===== src/rtl/revaluate_stage_pkg.sv =====
// Shared constants, FSM state encoding and the slice bit-index helper for the
// revaluate (chi) stage.
package revaluate_stage_pkg;

    localparam int W      = 25;  // slice width, one 5x5 plane
    localparam int SLICES = 64;  // slices per state (lane length)
    localparam int ADDR_W = 6;   // log2(SLICES)
    localparam int ROW    = 5;   // bits per row

    typedef enum logic [1:0] {
        IDLE  = 2'd0,
        RUN   = 2'd1,
        FLUSH = 2'd2,
        DONE  = 2'd3
    } state_t;

    // Position of lane (x, y) inside a slice.
    function automatic int bit_idx(input int x, input int y);
        return ROW * y + x;
    endfunction

endpackage


===== src/rtl/chi_row.sv =====
// One row of the revaluate (chi) step: out[x] = in[x] ^ (~in[x+1] & in[x+2]),
// with the column indices wrapping mod 5.
module chi_row
    import revaluate_stage_pkg::*;
(
    input  logic [ROW-1:0] row_in,
    output logic [ROW-1:0] row_out
);

    // Purely bitwise nonlinear mix of each column with its two right neighbours.
    always_comb begin
        // NOTE: every signal written in a combinational block gets a default
        // first, so no path leaves it unassigned and no latch is inferred.
        row_out = '0;
        for (int x = 0; x < ROW; x++) begin
            row_out[x] = row_in[x] ^ (~row_in[(x + 1) % ROW] & row_in[(x + 2) % ROW]);
        end
    end

endmodule


===== src/rtl/revaluate_stage.sv =====
// Revaluate stage: accepts the 64 permuted slices of one state over a
// valid/ready handshake, applies chi row-wise, and writes each result to the
// slice memory one cycle after it was accepted. Pulses done at the end.
module revaluate_stage
    import revaluate_stage_pkg::*;
(
    input  logic              clk,
    input  logic              rst,
    input  logic              start,
    input  logic              in_valid,
    input  logic [W-1:0]      in_slice,
    output logic              in_ready,
    output logic              out_we,
    output logic [ADDR_W-1:0] out_addr,
    output logic [W-1:0]      out_slice,
    output logic              busy,
    output logic              done
);

    localparam logic [ADDR_W-1:0] LAST = ADDR_W'(SLICES - 1);

    state_t            state;
    state_t            state_next;
    logic [ADDR_W-1:0] cnt;
    logic [W-1:0]      chi_slice;
    logic              accept;
    logic              last;

    // Rows are independent, so chi is five copies of the row function.
    generate
        for (genvar y = 0; y < ROW; y++) begin : g_row
            chi_row u_chi_row (
                .row_in  (in_slice[bit_idx(0, y) +: ROW]),
                .row_out (chi_slice[bit_idx(0, y) +: ROW])
            );
        end
    endgenerate

    assign accept = in_valid & in_ready;
    assign last   = (cnt == LAST);

    // FSM state register.
    always_ff @(posedge clk or negedge rst) begin
        // NOTE: clocked state uses non-blocking assignments so every register
        // samples the pre-edge values, independent of statement order.
        if (!rst) begin
            state <= IDLE;
        end else begin
            state <= state_next;
        end
    end

    // Next-state and Moore outputs; in_ready drops on the edge of the last accept.
    always_comb begin
        state_next = state;
        in_ready   = 1'b0;
        busy       = 1'b0;
        done       = 1'b0;
        case (state)
            IDLE: begin
                if (start) begin
                    state_next = RUN;
                end
            end
            RUN: begin
                in_ready = 1'b1;
                busy     = 1'b1;
                if (accept && last) begin
                    state_next = FLUSH;
                end
            end
            FLUSH: begin
                busy       = 1'b1;
                state_next = DONE;
            end
            DONE: begin
                done       = 1'b1;
                state_next = IDLE;
            end
            default: begin
                state_next = IDLE;
            end
        endcase
    end

    // Slice counter: cleared by an accepted start, stops at the terminal index.
    always_ff @(posedge clk or negedge rst) begin
        if (!rst) begin
            cnt <= '0;
        end else if (state == IDLE && start) begin
            cnt <= '0;
        end else if (accept && !last) begin
            cnt <= cnt + ADDR_W'(1);
        end
    end

    // Write port register: one-cycle latency from accept to write, holds otherwise.
    always_ff @(posedge clk or negedge rst) begin
        if (!rst) begin
            out_we    <= 1'b0;
            out_addr  <= '0;
            out_slice <= '0;
        end else begin
            out_we <= accept;
            if (accept) begin
                out_addr  <= cnt;
                out_slice <= chi_slice;
            end
        end
    end

endmodule


===== config.mk =====
export PLATFORM = sky130hd
export DESIGN_NAME = revaluate_stage
export DESIGN_NICKNAME = d
export VERILOG_FILES = /design/src/rtl/revaluate_stage_pkg.sv /design/src/rtl/chi_row.sv /design/src/rtl/revaluate_stage.sv
export SDC_FILE = /design/constraint.sdc
export NUM_CORES = 1
export LEC_CHECK = 0
export CORE_MARGIN = 3
export CORE_UTILIZATION = 50
export DETAILED_ROUTE_END_ITERATION = 8
export PLACE_DENSITY = 0.83
export SETUP_SLACK_MARGIN = 0.1
export SLEW_MARGIN = 20
export SYNTH_ARGS = -nofsm -noshare
export SYNTH_HDL_FRONTEND = slang
export SYNTH_HIERARCHICAL = 1
export SYNTH_SLANG_ARGS = --single-unit

===== constraint.sdc =====
create_clock -name clk -period 2.6 [get_ports clk]
set_input_delay 0.52 -clock clk [delete_from_list [all_inputs] [get_ports clk]]
set_output_delay 0.52 -clock clk [all_outputs]
set_load 0.02 [all_outputs]

======== After elaboration in Yosys (flattened, before gate mapping) ========
Index checks and enable logic that the tools add are counted.
word-level totals
  flip-flop bits (word level) ............. 40
  input bits .............................. 29
  output and inout bits ................... 35
  logic and storage cells ................. 104
operators by class
  add/subtract/negate cells ............... 1
  equality and inequality tests ........... 6
  multiplexer cells ....................... 8
  bitwise gates (word level) .............. 76
  reductions and logical operators ........ 8
operators with widths
  kind                 count
  $and 1x1->1          26
  $not 1->1            25
  $xor 1x1->1          25
  $mux 6               2
  $pmux 2 s4           1
  $add 6x1->6 const B  1
  $eq 6x6->1 const B   1
  $eq 2x2->1 const B   2
  $mux 2               2
  $ne 2x2->1 const B   2
  $logic_and 1x1->1    3
  $mux 1               3
  $eq 2x1->1 const B   1
  $logic_not 2->1      1
  $reduce_and 2->1     1
  $reduce_bool 2->1    1
  $reduce_or 2->1      1
  $logic_not 1->1      1

======== Logic depth before layout (Yosys ltp) ========
  depth in word-level cells ............... 6
  depth in mapped cells ................... 8
  depth with buffers taken out ............ 7

======== Hierarchy ========
The synthesis kept the hierarchy.
modules (own cells, without submodules)
  module           times used  cells each  area each (um^2)  seq. area each (um^2)
  revaluate_stage  1           116         1677.9            1001.0
  chi_row          5           10          75.1              0.0

======== Least setup slack after synthesis ========
OpenSTA, ideal clock, no wires.
  path type ............................... register to register
  start ................................... reg state[1]
  end ..................................... reg out_slice[0]
  setup time .............................. 0.125 ns
  arrival ................................. 1.724 ns
  data required time ...................... 2.475 ns
  setup slack ............................. 0.752 ns
  cell stages (with the launch flop) ...... 8
  buffers on the path ..................... 2
  clock period less this slack ............ 1.848 ns
  cells stage by stage .................... dfrtp_1 > inv_1 > ha_1 > nand2_4 > clkinv_4 > buf_2 > buf_4 > mux2_2
between the ends
  longest elaborated chain between the ends .. 3
RTL lines
  item                    RTL line                RTL
  start, declared         revaluate_stage.sv:22   state_t state;
  start signal, assigned  revaluate_stage.sv:49   state <= state_next;
  $eq 2x1->1              revaluate_stage.sv:59   case (state)
  $mux 1                  revaluate_stage.sv:59
  net in_ready            revaluate_stage.sv:12   output logic in_ready,
  $and 1x1->1             revaluate_stage.sv:39   assign accept = in_valid & in_ready;
  end signal, assigned    revaluate_stage.sv:107  out_slice <= chi_slice;
  end, declared           revaluate_stage.sv:15   output logic [W-1:0] out_slice,
The timed path passes the listed nets, and every way through them passes these cells.
A chain may end at the register's enable or synchronous reset.

======== Worst setup path in the final report ========
  start ................................... reg state[1]
  end ..................................... out in_ready
between the ends
  longest elaborated chain between the ends .. 2
RTL lines
  item           RTL line
  $eq 2x1->1     revaluate_stage.sv:59
  $mux 1         revaluate_stage.sv:59
  end, declared  revaluate_stage.sv:12
No other way between the ends.

==> impl_metrics.json <==
{
  "ioPinCount": 64,
  "synth_cells": 166,
  "place_area_sq_um": 2720,
  "antenna_found_initial": 0,
  "first_iter_violations": 85,
  "cp_max_fo": 4,
  "wl_per_cell_microns": 15.0,
  "clock_latency_ns": 0.29,
  "grt-busiest-layer": "met2",
  "globalRouteMet3Util_pct": 5.61,
  "ys.flop_type": "dfrtp_1",
  "cts_setup_buffers": 0,
  "final_cell_area_sq_um": 2810,
  "crit_required_ns": 2.08,
  "viasPerCell": 5.14,
  "period_share_pct": 86.3,
  "met2_usage_pct": 31.9,
  "synth_fp_nets": 201,
  "synth_warnings": 6,
  "dp.cells": 273,
  "finalHoldViolCount": 0,
  "track_usage_pct": 17.9,
  "hold_path_class": "in2async",
  "synth_edf_count": 0,
  "multi_input_area_sq_um": 1010,
  "p_per_area_nw_per_um2": 1080,
  "ctsResizeCount": 0,
  "numCtsBuffers": 5,
  "ir_drop_v": 0.000694,
  "fp.dieH_microns": 70.1,
  "clockRootBuffer": "clkbuf_8",
  "wl_mm": 4.22,
  "fin_total_pwr_mw": 3.05,
  "hpwlAfterDp_mm": 3.15,
  "diodes": 0,
  "grtUsageMet1_pct": 20.3,
  "post_synth.cell_area_avg_sq_um": 12.4,
  "status": "complete, no violations",
  "vias": 1445,
  "fin_nets": 267,
  "setup.worst_path.class": "reg2out",
  "cts_tree": "done",
  "path_clk_slew_ns": 0.07,
  "io_buffer_count": 63,
  "fin_hold_ws_ns": 0.346,
  "cts_max_path_buffers": 2,
  "skew_ns": 0.00352,
  "drv_slew": 0,
  "cap_violations": 0,
  "finalSetupViolCount": 0,
  "first_global_vias": 1518,
  "grt_first_pass_wirelength_mm": 7.03,
  "slew_headroom_pct": 41.5,
  "yosysUniqueCellTypes": 29,
  "cp-end-kind": "output port",
  "initial_core_util_pct": 54.1,
  "maxClockFrequency_mhz": 446,
  "rows": 22,
  "syn_to_final_growth_pct": 36.7,
  "regArea_sq_um": 1000,
  "postCtsHoldBufs": 0,
  "stdcell_count": 281,
  "clkSinkCount": 40,
  "p_leak_nw": 1.16,
  "dr.pass1.iters": 4,
  "coreArea_sq_um": 3800,
  "num-fill-cells": 243,
  "finalSetupTns_ns": 0,
  "grt_overflow": 0,
  "cts_max_level": 2,
  "fin_crit_ns": 2.24,
  "async_flop_share_pct": 100,
  "detail-route-antenna-nets": 0,
  "cp.arrival_ns": 1.72,
  "die_area_sq_um": 4910,
  "tightest_slew_ns": 0.878,
  "gp_congestion": 0.777,
  "grt_max_degree": 41,
  "setup.worst_path.start_class": "flop",
  "dieWidth_microns": 70.1,
  "drive_above_1_share_pct": 18.9,
  "synth-seq-cells": 40,
  "drcViolationCount": 0,
  "synth_area_sq_um": 2050,
  "rsz0062_at_grt": "false",
  "ys_seq_area_share_pct": 48.8
}
Yosys cell counts, types with 2 or more instances:
cell type | n | area share (%)
buf_4 | 2 | 0.73
xnor2_1 | 25 | 11
ha_1 | 6 | 3.7
inv_1 | 3 | 0.55
o211ai_1 | 2 | 0.73
mux2i_1 | 2 | 0.98
mux2_2 | 31 | 17
dfrtp_1 | 40 | 49
nand2b_1 | 25 | 7.6
nor2_1 | 7 | 1.3
xor2_1 | 3 | 1.3
nand3_1 | 2 | 0.49
nand2_1 | 2 | 0.37
sequential cells by signal (all words and copies together), names as in the netlist:
name / count
out_slice: 25
cnt: 6
out_addr: 6
state: 2
out_we: 1
per-layer routing:
metal	vias up	wire [microns]	share of wire [%]
met5	-	0	0
met4	0	38	0.90
met3	4	255	6.0
met2	44	2210	52
met1	713	1710	41
li1	684	-	-
placed cells by master (no fill, tap or decap), types with 3 or more instances in the layout:
cell type        count
clkdlybuf4s50_1     62
dfrtp_1             40
mux2_2              31
nand2b_1            25
xnor2_1             25
nor2_1               7
ha_1                 6
clkbuf_8             6
inv_1                3
xor2_1               3
metrics by stage:
stage	utilization (%)	worst slack [ns]
finish	73.9	0.356
global route	73.9	0.286
CTS	73.9	0.344
detailed placement	71.5	0.334
global placement	71.5	0.418
floorplan	-	0.752
worst paths after layout:
check / startpoint / to / slack [ns] / depth (start not counted)
worst max-delay path: state[1] / in_ready / 0.36 / 3
worst min-delay path: rst / out_addr[1] / 0.35 / 1
worst max register to register: state[1] / cnt[5] / 0.59 / 7
worst min register to register: out_slice[20] / out_slice[20] / 0.51 / 1
max in group asynchronous: rst / cnt[5] / 1.70 / 1
min in group clk: out_slice[20] / out_slice[20] / 0.51 / 1
worst max-delay path, cell delays in order (launching register included):
cell             delay (ns)
dfrtp_1                0.42
inv_1                  0.12
ha_1                   0.26
clkdlybuf4s50_1        0.64
report_power, final:
part	switching, mW	internal, mW
Clock	0.208	0.212
Combinational	0.733	0.819
Sequential	0.173	0.900
area by class of cell:
type                       instances  share of cell area (%)
clock inverter                     2                   0.357
tap                               48                    2.14
inverter                           4                   0.713
multi-input combinational        118                    35.9
sequential                        40                    35.7
timing repair buffer              63                    22.3
clock buffer                       6                    2.94
kinds of logic (layout without fill, tap and decap cells):
kind of cell | Yosys count | count (layout) | synth area share, %
mux | 34 | 34 | 18.5
compound gates | 8 | 8 | 2.99
flops | 40 | 40 | 48.8
fa+ha+maj | 6 | 6 | 3.66
xor+xnor | 28 | 28 | 11.9
buf+inv | 8 | 75 | 2.13
simple gates | 42 | 42 | 12.0
Note: power is estimated with default switching activity, not from simulation.
